===== src/rtl/alu_writeback_stage.sv =====
// alu_writeback_stage
//   Two-entry valid/ready skid buffer between the ALU and register-file
//   writeback. It captures the ALU's packed {overflow, equals, above, result}
//   output and its destination index. The ALU's combinational output
//   therefore never has to be held stable across a writeback stall.
//   The head entry drives out_*. Commits update the sticky status flags and
//   the retired-operation counter.
//
//   Optional feature macro: OVF_TRAP_EN
//     defined   : an overflowed head entry does not write the register file;
//                 its commit raises a one-cycle ovf_trap pulse.
//     undefined : overflow does not gate out_we; ovf_trap is tied 0.
//
// Ports
//   clk, rst_n          clock, synchronous active-low reset
//   in_valid/in_ready   upstream handshake; in_ready depends on state only
//   in_result, in_rd    packed ALU output [DATA_W+2:0], destination index
//   out_valid/out_ready writeback handshake on the head entry
//   out_data/out_rd     head entry payload
//   out_we              register-file write enable (never for rd 0)
//   out_flags           head {overflow, equals, above}
//   status_flags        sticky OR of committed flags
//   status_clr          clears the sticky flags
//   retired_count       number of commits, wraps silently
//   ovf_trap            pulse the cycle after an overflowed commit
module alu_writeback_stage #(
  parameter int DATA_W     = 32,
  parameter int REG_ADDR_W = 5,
  parameter int CNT_W      = 16
) (
  input  logic                  clk,
  input  logic                  rst_n,
  input  logic                  in_valid,
  output logic                  in_ready,
  input  logic [DATA_W+2:0]     in_result,
  input  logic [REG_ADDR_W-1:0] in_rd,
  output logic                  out_valid,
  input  logic                  out_ready,
  output logic [DATA_W-1:0]     out_data,
  output logic [REG_ADDR_W-1:0] out_rd,
  output logic                  out_we,
  output logic [2:0]            out_flags,
  output logic [2:0]            status_flags,
  input  logic                  status_clr,
  output logic [CNT_W-1:0]      retired_count,
  output logic                  ovf_trap
);

  typedef enum logic [1:0] {EMPTY = 2'd0, ONE = 2'd1, FULL = 2'd2} state_t;

  state_t                r_state;
  logic [DATA_W-1:0]     r_h_data, r_s_data;
  logic [REG_ADDR_W-1:0] r_h_rd,   r_s_rd;
  logic [2:0]            r_h_flags, r_s_flags;
  logic [2:0]            r_status;
  logic [CNT_W-1:0]      r_cnt;

  logic w_accept, w_commit;

  assign in_ready  = (r_state != FULL);
  assign out_valid = (r_state != EMPTY);
  assign w_accept  = in_valid & in_ready;
  assign w_commit  = out_valid & out_ready;

  // Head registers are cleared when the buffer drains, so out_* read 0 while EMPTY.
  assign out_data      = r_h_data;
  assign out_rd        = r_h_rd;
  assign out_flags     = r_h_flags;
  assign status_flags  = r_status;
  assign retired_count = r_cnt;

`ifdef OVF_TRAP_EN
  logic r_ovf_trap;
  assign out_we   = out_valid & (r_h_rd != '0) & ~r_h_flags[2];
  assign ovf_trap = r_ovf_trap;

  always_ff @(posedge clk) begin
    if (!rst_n) r_ovf_trap <= 1'b0;
    else        r_ovf_trap <= w_commit & r_h_flags[2];
  end
`else
  assign out_we   = out_valid & (r_h_rd != '0);
  assign ovf_trap = 1'b0;
`endif

  always_ff @(posedge clk) begin
    if (!rst_n) begin
      r_state   <= EMPTY;
      r_h_data  <= '0;
      r_h_rd    <= '0;
      r_h_flags <= '0;
      r_s_data  <= '0;
      r_s_rd    <= '0;
      r_s_flags <= '0;
    end else begin
      case (r_state)
        EMPTY: if (w_accept) begin
          r_h_data  <= in_result[DATA_W-1:0];
          r_h_flags <= in_result[DATA_W+2:DATA_W];
          r_h_rd    <= in_rd;
          r_state   <= ONE;
        end
        ONE: begin
          if (w_accept && w_commit) begin
            // The new entry replaces the departing head directly.
            r_h_data  <= in_result[DATA_W-1:0];
            r_h_flags <= in_result[DATA_W+2:DATA_W];
            r_h_rd    <= in_rd;
          end else if (w_accept) begin
            r_s_data  <= in_result[DATA_W-1:0];
            r_s_flags <= in_result[DATA_W+2:DATA_W];
            r_s_rd    <= in_rd;
            r_state   <= FULL;
          end else if (w_commit) begin
            r_h_data  <= '0;
            r_h_flags <= '0;
            r_h_rd    <= '0;
            r_state   <= EMPTY;
          end
        end
        FULL: if (w_commit) begin
          r_h_data  <= r_s_data;
          r_h_flags <= r_s_flags;
          r_h_rd    <= r_s_rd;
          r_s_data  <= '0;
          r_s_flags <= '0;
          r_s_rd    <= '0;
          r_state   <= ONE;
        end
        default: r_state <= EMPTY;
      endcase
    end
  end

  // A commit and a clear in the same cycle leave only the committed flags.
  always_ff @(posedge clk) begin
    if (!rst_n) begin
      r_status <= '0;
      r_cnt    <= '0;
    end else begin
      if (w_commit) begin
        r_status <= status_clr ? r_h_flags : (r_status | r_h_flags);
        r_cnt    <= r_cnt + 1'b1;
      end else if (status_clr) begin
        r_status <= '0;
      end
    end
  end

endmodule


===== config.mk =====
export PLATFORM = sky130hd
export DESIGN_NAME = alu_writeback_stage
export DESIGN_NICKNAME = d
export VERILOG_FILES = /design/src/rtl/alu_writeback_stage.sv
export SDC_FILE = /design/constraint.sdc
export NUM_CORES = 1
export LEC_CHECK = 0
export ABC_CLOCK_PERIOD_IN_PS = 2300
export CAP_MARGIN = 20
export CORE_MARGIN = 10
export CORE_UTILIZATION = 48
export CTS_CLUSTER_SIZE = 28
export DETAILED_ROUTE_END_ITERATION = 10
export PLACE_DENSITY = 0.81
export SLEW_MARGIN = 20
export SYNTH_ARGS = -nofsm -noshare
export SYNTH_HDL_FRONTEND = slang
export SYNTH_SLANG_ARGS = --single-unit

===== constraint.sdc =====
create_clock -name clk -period 2.3 [get_ports clk]
set_input_delay 0.575 -clock clk [delete_from_list [all_inputs] [get_ports clk]]
set_output_delay 0.575 -clock clk [all_outputs]
set_load 0.05 [all_outputs]

---- Word level (Yosys, flattened, before mapping) ----
Index checks and enable logic that the tools add are counted.
word-level totals
  word-level logic and storage cells ...... 67
  bits in registers ....................... 101
  output and inout bits ................... 63
operators by class
  equality and inequality tests ........... 10
  muxes and demuxes ....................... 33
  $add $sub $neg .......................... 1
  reduce and logical (&&, ||, !) cells .... 10
  bitwise gates (word level) .............. 4
operator list
  operator               number
  $mux 32                6
  $pmux 32 s3            1
  $pmux 32 s2            1
  $mux 5                 6
  $mux 3                 9
  $add 16x1->16 const B  1
  $pmux 5 s3             1
  $mux 2                 5
  $ne 2x2->1 const B     5
  $pmux 5 s2             1
  $ne 3x3->1 const B     3
  $pmux 3 s3             1
  $reduce_and 4->1       2
  $pmux 2 s3             1
  $pmux 3 s2             1
  $reduce_bool 2->1      3
  $reduce_and 5->1       1
  $reduce_bool 5->1      1
  $and 1x1->1            3
  $or 3x3->3             1
  $reduce_bool 3->1      1
  $eq 2x1->1 const B     1
  $eq 2x2->1 const B     1
  $logic_not 2->1        1
  $logic_and 1x1->1      1

---- Logic depth before layout (Yosys ltp) ----
  word-level depth ........................ 6
  mapped depth ............................ 9
  depth with buffers taken out ............ 6

---- Worst setup path after synthesis ----
Ideal clock, no wire load.
  path kind ............................... register -> output
  from .................................... register r_state[0]
  to ...................................... output out_we
  path buffers ............................ 1
  setup slack ............................. 0.162 ns
  arrival ................................. 1.563 ns
  data required time ...................... 1.725 ns
  cell stages (with the launch flop) ...... 5
  cell sequence ........................... dfxtp_1 -> inv_1 -> ha_1 -> buf_2 -> a21oi_1
on the way
  cells in the longest elaborated chain, start to end .. 2
ends and longest elaborated chain
  what                      RTL line  source
  start: declaration        51        state_t r_state;
  start signal: assignment  88        r_state <= EMPTY;
  start signal: assignment  101       r_state <= ONE;
  start signal: assignment  113       r_state <= FULL;
  $reduce_bool 2->1         61        assign out_valid = (r_state != EMPTY);
  $and 1x1->1               82        assign out_we = out_valid & (r_h_rd != '0);
  end: declaration          41        output logic out_we,
Every way passes these cells.

---- Worst setup path after layout ----
  from .................................... register r_h_flags[1], in the netlist out_flags[1]
  to ...................................... output out_flags[1]
RTL lines
  what                      RTL line  source
  start: declaration        54        logic [2:0] r_h_flags, r_s_flags;
  start signal: assignment  99        r_h_flags <= in_result[DATA_W+2:DATA_W];
  start signal: assignment  107       r_h_flags <= in_result[DATA_W+2:DATA_W];
  start signal: assignment  123       r_h_flags <= r_s_flags;
  end: declaration          42        output logic [2:0] out_flags,
No word-level cell between the ends.

==> impl_metrics.yaml <==
outcome:
  outcome: "finished, final reports clean"
finish:
  nFillCells: 643
  area_growth_pct: 39.0
  num_antenna_cells: 0
  nets: 577
  drive_above_1_share_pct: 10.8
  fin_cells: 635
  fin_area_sq_um: 5760
synthesis:
  synth_ff_type: "dfxtp_1"
  postSynthNetCount: 474
  ys_ff_latch: 101
  yosys-top-cells-area: "dfxtp_1, a22o_1, a211oi_1, a22oi_1, a21oi_1"
  async_flop_share_pct: 0
  yosys.cell_count.top_type: "dfxtp_1"
  syn-cell-area_sq_um: 4140
  synth-edff-count: 0
  yosysWarnings: 0
  ys_seq_area_share_pct: 48.8
  syn_inst: 422
  yosys.area.top_type: "dfxtp_1"
  synth_top_area_share_pct: 48.8
  syn-mean-instance-area_sq_um: 9.81
  synth_cell_types: 42
  synthTopCellsByCount: "dfxtp_1, a21oi_1, a211oi_1, a22oi_1, a22o_1"
hold_path:
  min_path_type: "flip-flop to flip-flop"
  hold_path_depth: 2
clocking:
  cts-root-buf: "clkbuf_8"
  cts_tree: "yes"
  path_clk_slew_ps: 100
  cts.htree.levels: 3
  cts.path.max_buffers: 2
  cts.hold.buffers_added: 0
  clock_latency_ps: 370
  clock-sinks: 101
  cts_inserted_buffers: 9
pwr:
  switching_share_pct: 44.7
  vdd_ir_drop_max_v: 0.000846
  finalPower_mw: 8.43
  p_int_mw: 4.66
  p_comb_share_pct: 54.3
  p_leak_nw: 2.19
  p_per_area_nw_per_um2: 1460
  pwr-share-seq_pct: 30.7
  clkPwrFrac_pct: 15.0
  switching_power_mw: 3.77
worst_setup_path:
  critPathMaxStageDelay_ps: 850
  arrival_ps: 1650
  crit_required_ps: 1730
  critPathKind: "flip-flop to primary output"
  startpoint_type: "flip-flop"
  path_depth: 1
  path_delay_family: "buffers and inverters"
  cp_max_fo: 3
  slowest_stage: "clkdlybuf4s50_1"
  crit_chain: "clkdlybuf4s50_1"
  worstRegToRegCells: 8
  endpoint_kind: "primary output"
  path_buf_inv: 1
die:
  num_rows: 33
  fp.coreArea_sq_um: 8300
  io_pins: 108
  die_w_microns: 113
  initial_core_util_pct: 49.9
  die_h_microns: 113
  dieArea_sq_um: 12700
grt:
  grt.busiest_layer: "met2"
  grt_pass1_vias: 3815
  antenna_found_initial: 0
  grt_use_met2_pct: 29.8
  grt_use_total_pct: 18.1
  met3_usage_pct: 6.18
  grt_pass1_wl_microns: 19600
  grt_max_degree: 41
  grt_util_met1_pct: 22.0
  gr-total-overflow: 0
placement:
  preCtsSetupSlack_ps: -239
  dp_hpwl_microns: 8150
  place_area_sq_um: 5460
  place_congestion: 0.791
  port_buffers: 106
  post-place-cells: 616
sta:
  fin_crit_sh_pct: 96.9
  slew-limit-headroom_pct: 63.6
  period_needed_ps: 2230
  setup_viol: 0
  fmax_ghz: 0.449
  rsz0062_at_grt: "false"
  clock_skew_ps: 15.6
  finalHoldViolCount: 0
  report.final.slew_viol_count: 0
  fin_tns_setup_ps: 0
  timing.final.ws_setup_ps: 71.9
  worst_slew_pin_slew_ps: 544
drt:
  remaining_drc_errors: 0
  wire_per_inst_microns: 18.8
  ant_nets: 0
  drt_iter0_drc: 285
  vias_per_cell: 5.90
  first_pass_iters: 4
  wl_microns: 11900
  num_vias: 3744
job:
  max-cap-violations: 0
[kinds of logic (layout without fill, tap and decap cells)]
| group | after synthesis | after routing | synth area share, % |
|---|---|---|---|
| fa+ha+maj | 7 | 7 | 2.11 |
| mux | 6 | 6 | 1.45 |
| other cells | 1 | 1 | 0.0905 |
| xor+xnor | 10 | 10 | 2.11 |
| flops | 101 | 101 | 48.8 |
| buf+inv | 49 | 157 | 5.47 |
| simple gates | 69 | 69 | 8.79 |
| compound gates | 179 | 179 | 31.1 |
[cell type report]
cell class	instances	area (sq um)	area share, %
clock buffers	9	124	2.15
clock inverters	7	105	1.83
inverters	9	33.8	0.587
multi-input cells	272	1930	33.4
flip-flops and latches	101	2020	35.2
well taps	105	131	2.28
repair buffers	132	1410	24.6
[power groups by stage]
stage / clock [mW] / combinational (mW) / sequential [mW]
5_1_grt: 1.36 / 4.87 / 2.63
2_1_floorplan: 0 / 1.78 / 3.66
4_1_cts: 1.29 / 4.40 / 2.58
6_report: 1.27 / 4.57 / 2.59
3_5_place_dp: 0 / 4.38 / 2.60
3_3_place_gp: 0 / 4.31 / 2.59
[layer usage]
layer	vias to the layer above	wire, microns
met5	-	0
met4	0	197
met3	20	1000
met2	143	5710
met1	1791	5040
li1	1790	-
[worst paths after layout]
check,startpoint,to,slack [ps]
hold reg to reg,retired_count[15],retired_count[15],480
setup / recovery,out_flags[1],out_flags[1],70
hold / removal,retired_count[15],retired_count[15],480
setup reg to reg,r_state[0],out_data[22],100
[what timing repair did]
item,4_1_cts,5_1_grt
buffers inserted,0,2
hold endpoints to repair,0,0
cloned,0,1
endpoints found under the setup margin,1,45
gates resized for setup,1,6
[worst reg2reg max path: stages (launching register included)]
cell	delay, ps
dfxtp_2	380
inv_1	100
ha_1	250
or3b_1	430
a221oi_4	320
buf_6	220
buf_12	130
a21oi_1	70
a211oi_1	220
[state kept, by name (all words and copies together), names as in the netlist]
signal / flops
out_data: 32
out_flags: 3
out_rd: 5
r_s_data: 32
r_s_flags: 3
r_s_rd: 5
r_state: 2
retired_count: 16
status_flags: 3
[per-stage QoR]
stage / utilization, % / hold WS, ps
floorplan: - / 443
global placement: 65.8 / 456
detailed placement: 65.8 / 454
CTS: 68.6 / 484
global route: 69.4 / 496
finish: 69.4 / 484
[cell usage in the layout (no fill, tap or decap), types with 6 or more instances in the layout]
cell type / instances
ha_1: 7
buf_12: 11
xnor2_1: 7
nand3_1: 6
clkbuf_8: 9
mux2i_1: 6
buf_4: 15
nand2_1: 11
a22oi_1: 41
inv_1: 8
clkdlybuf4s50_1: 102
dfxtp_1: 99
nor2_1: 18
a21oi_1: 46
a22o_1: 40
a211oi_1: 41
Power figures use the tool's default switching activity.
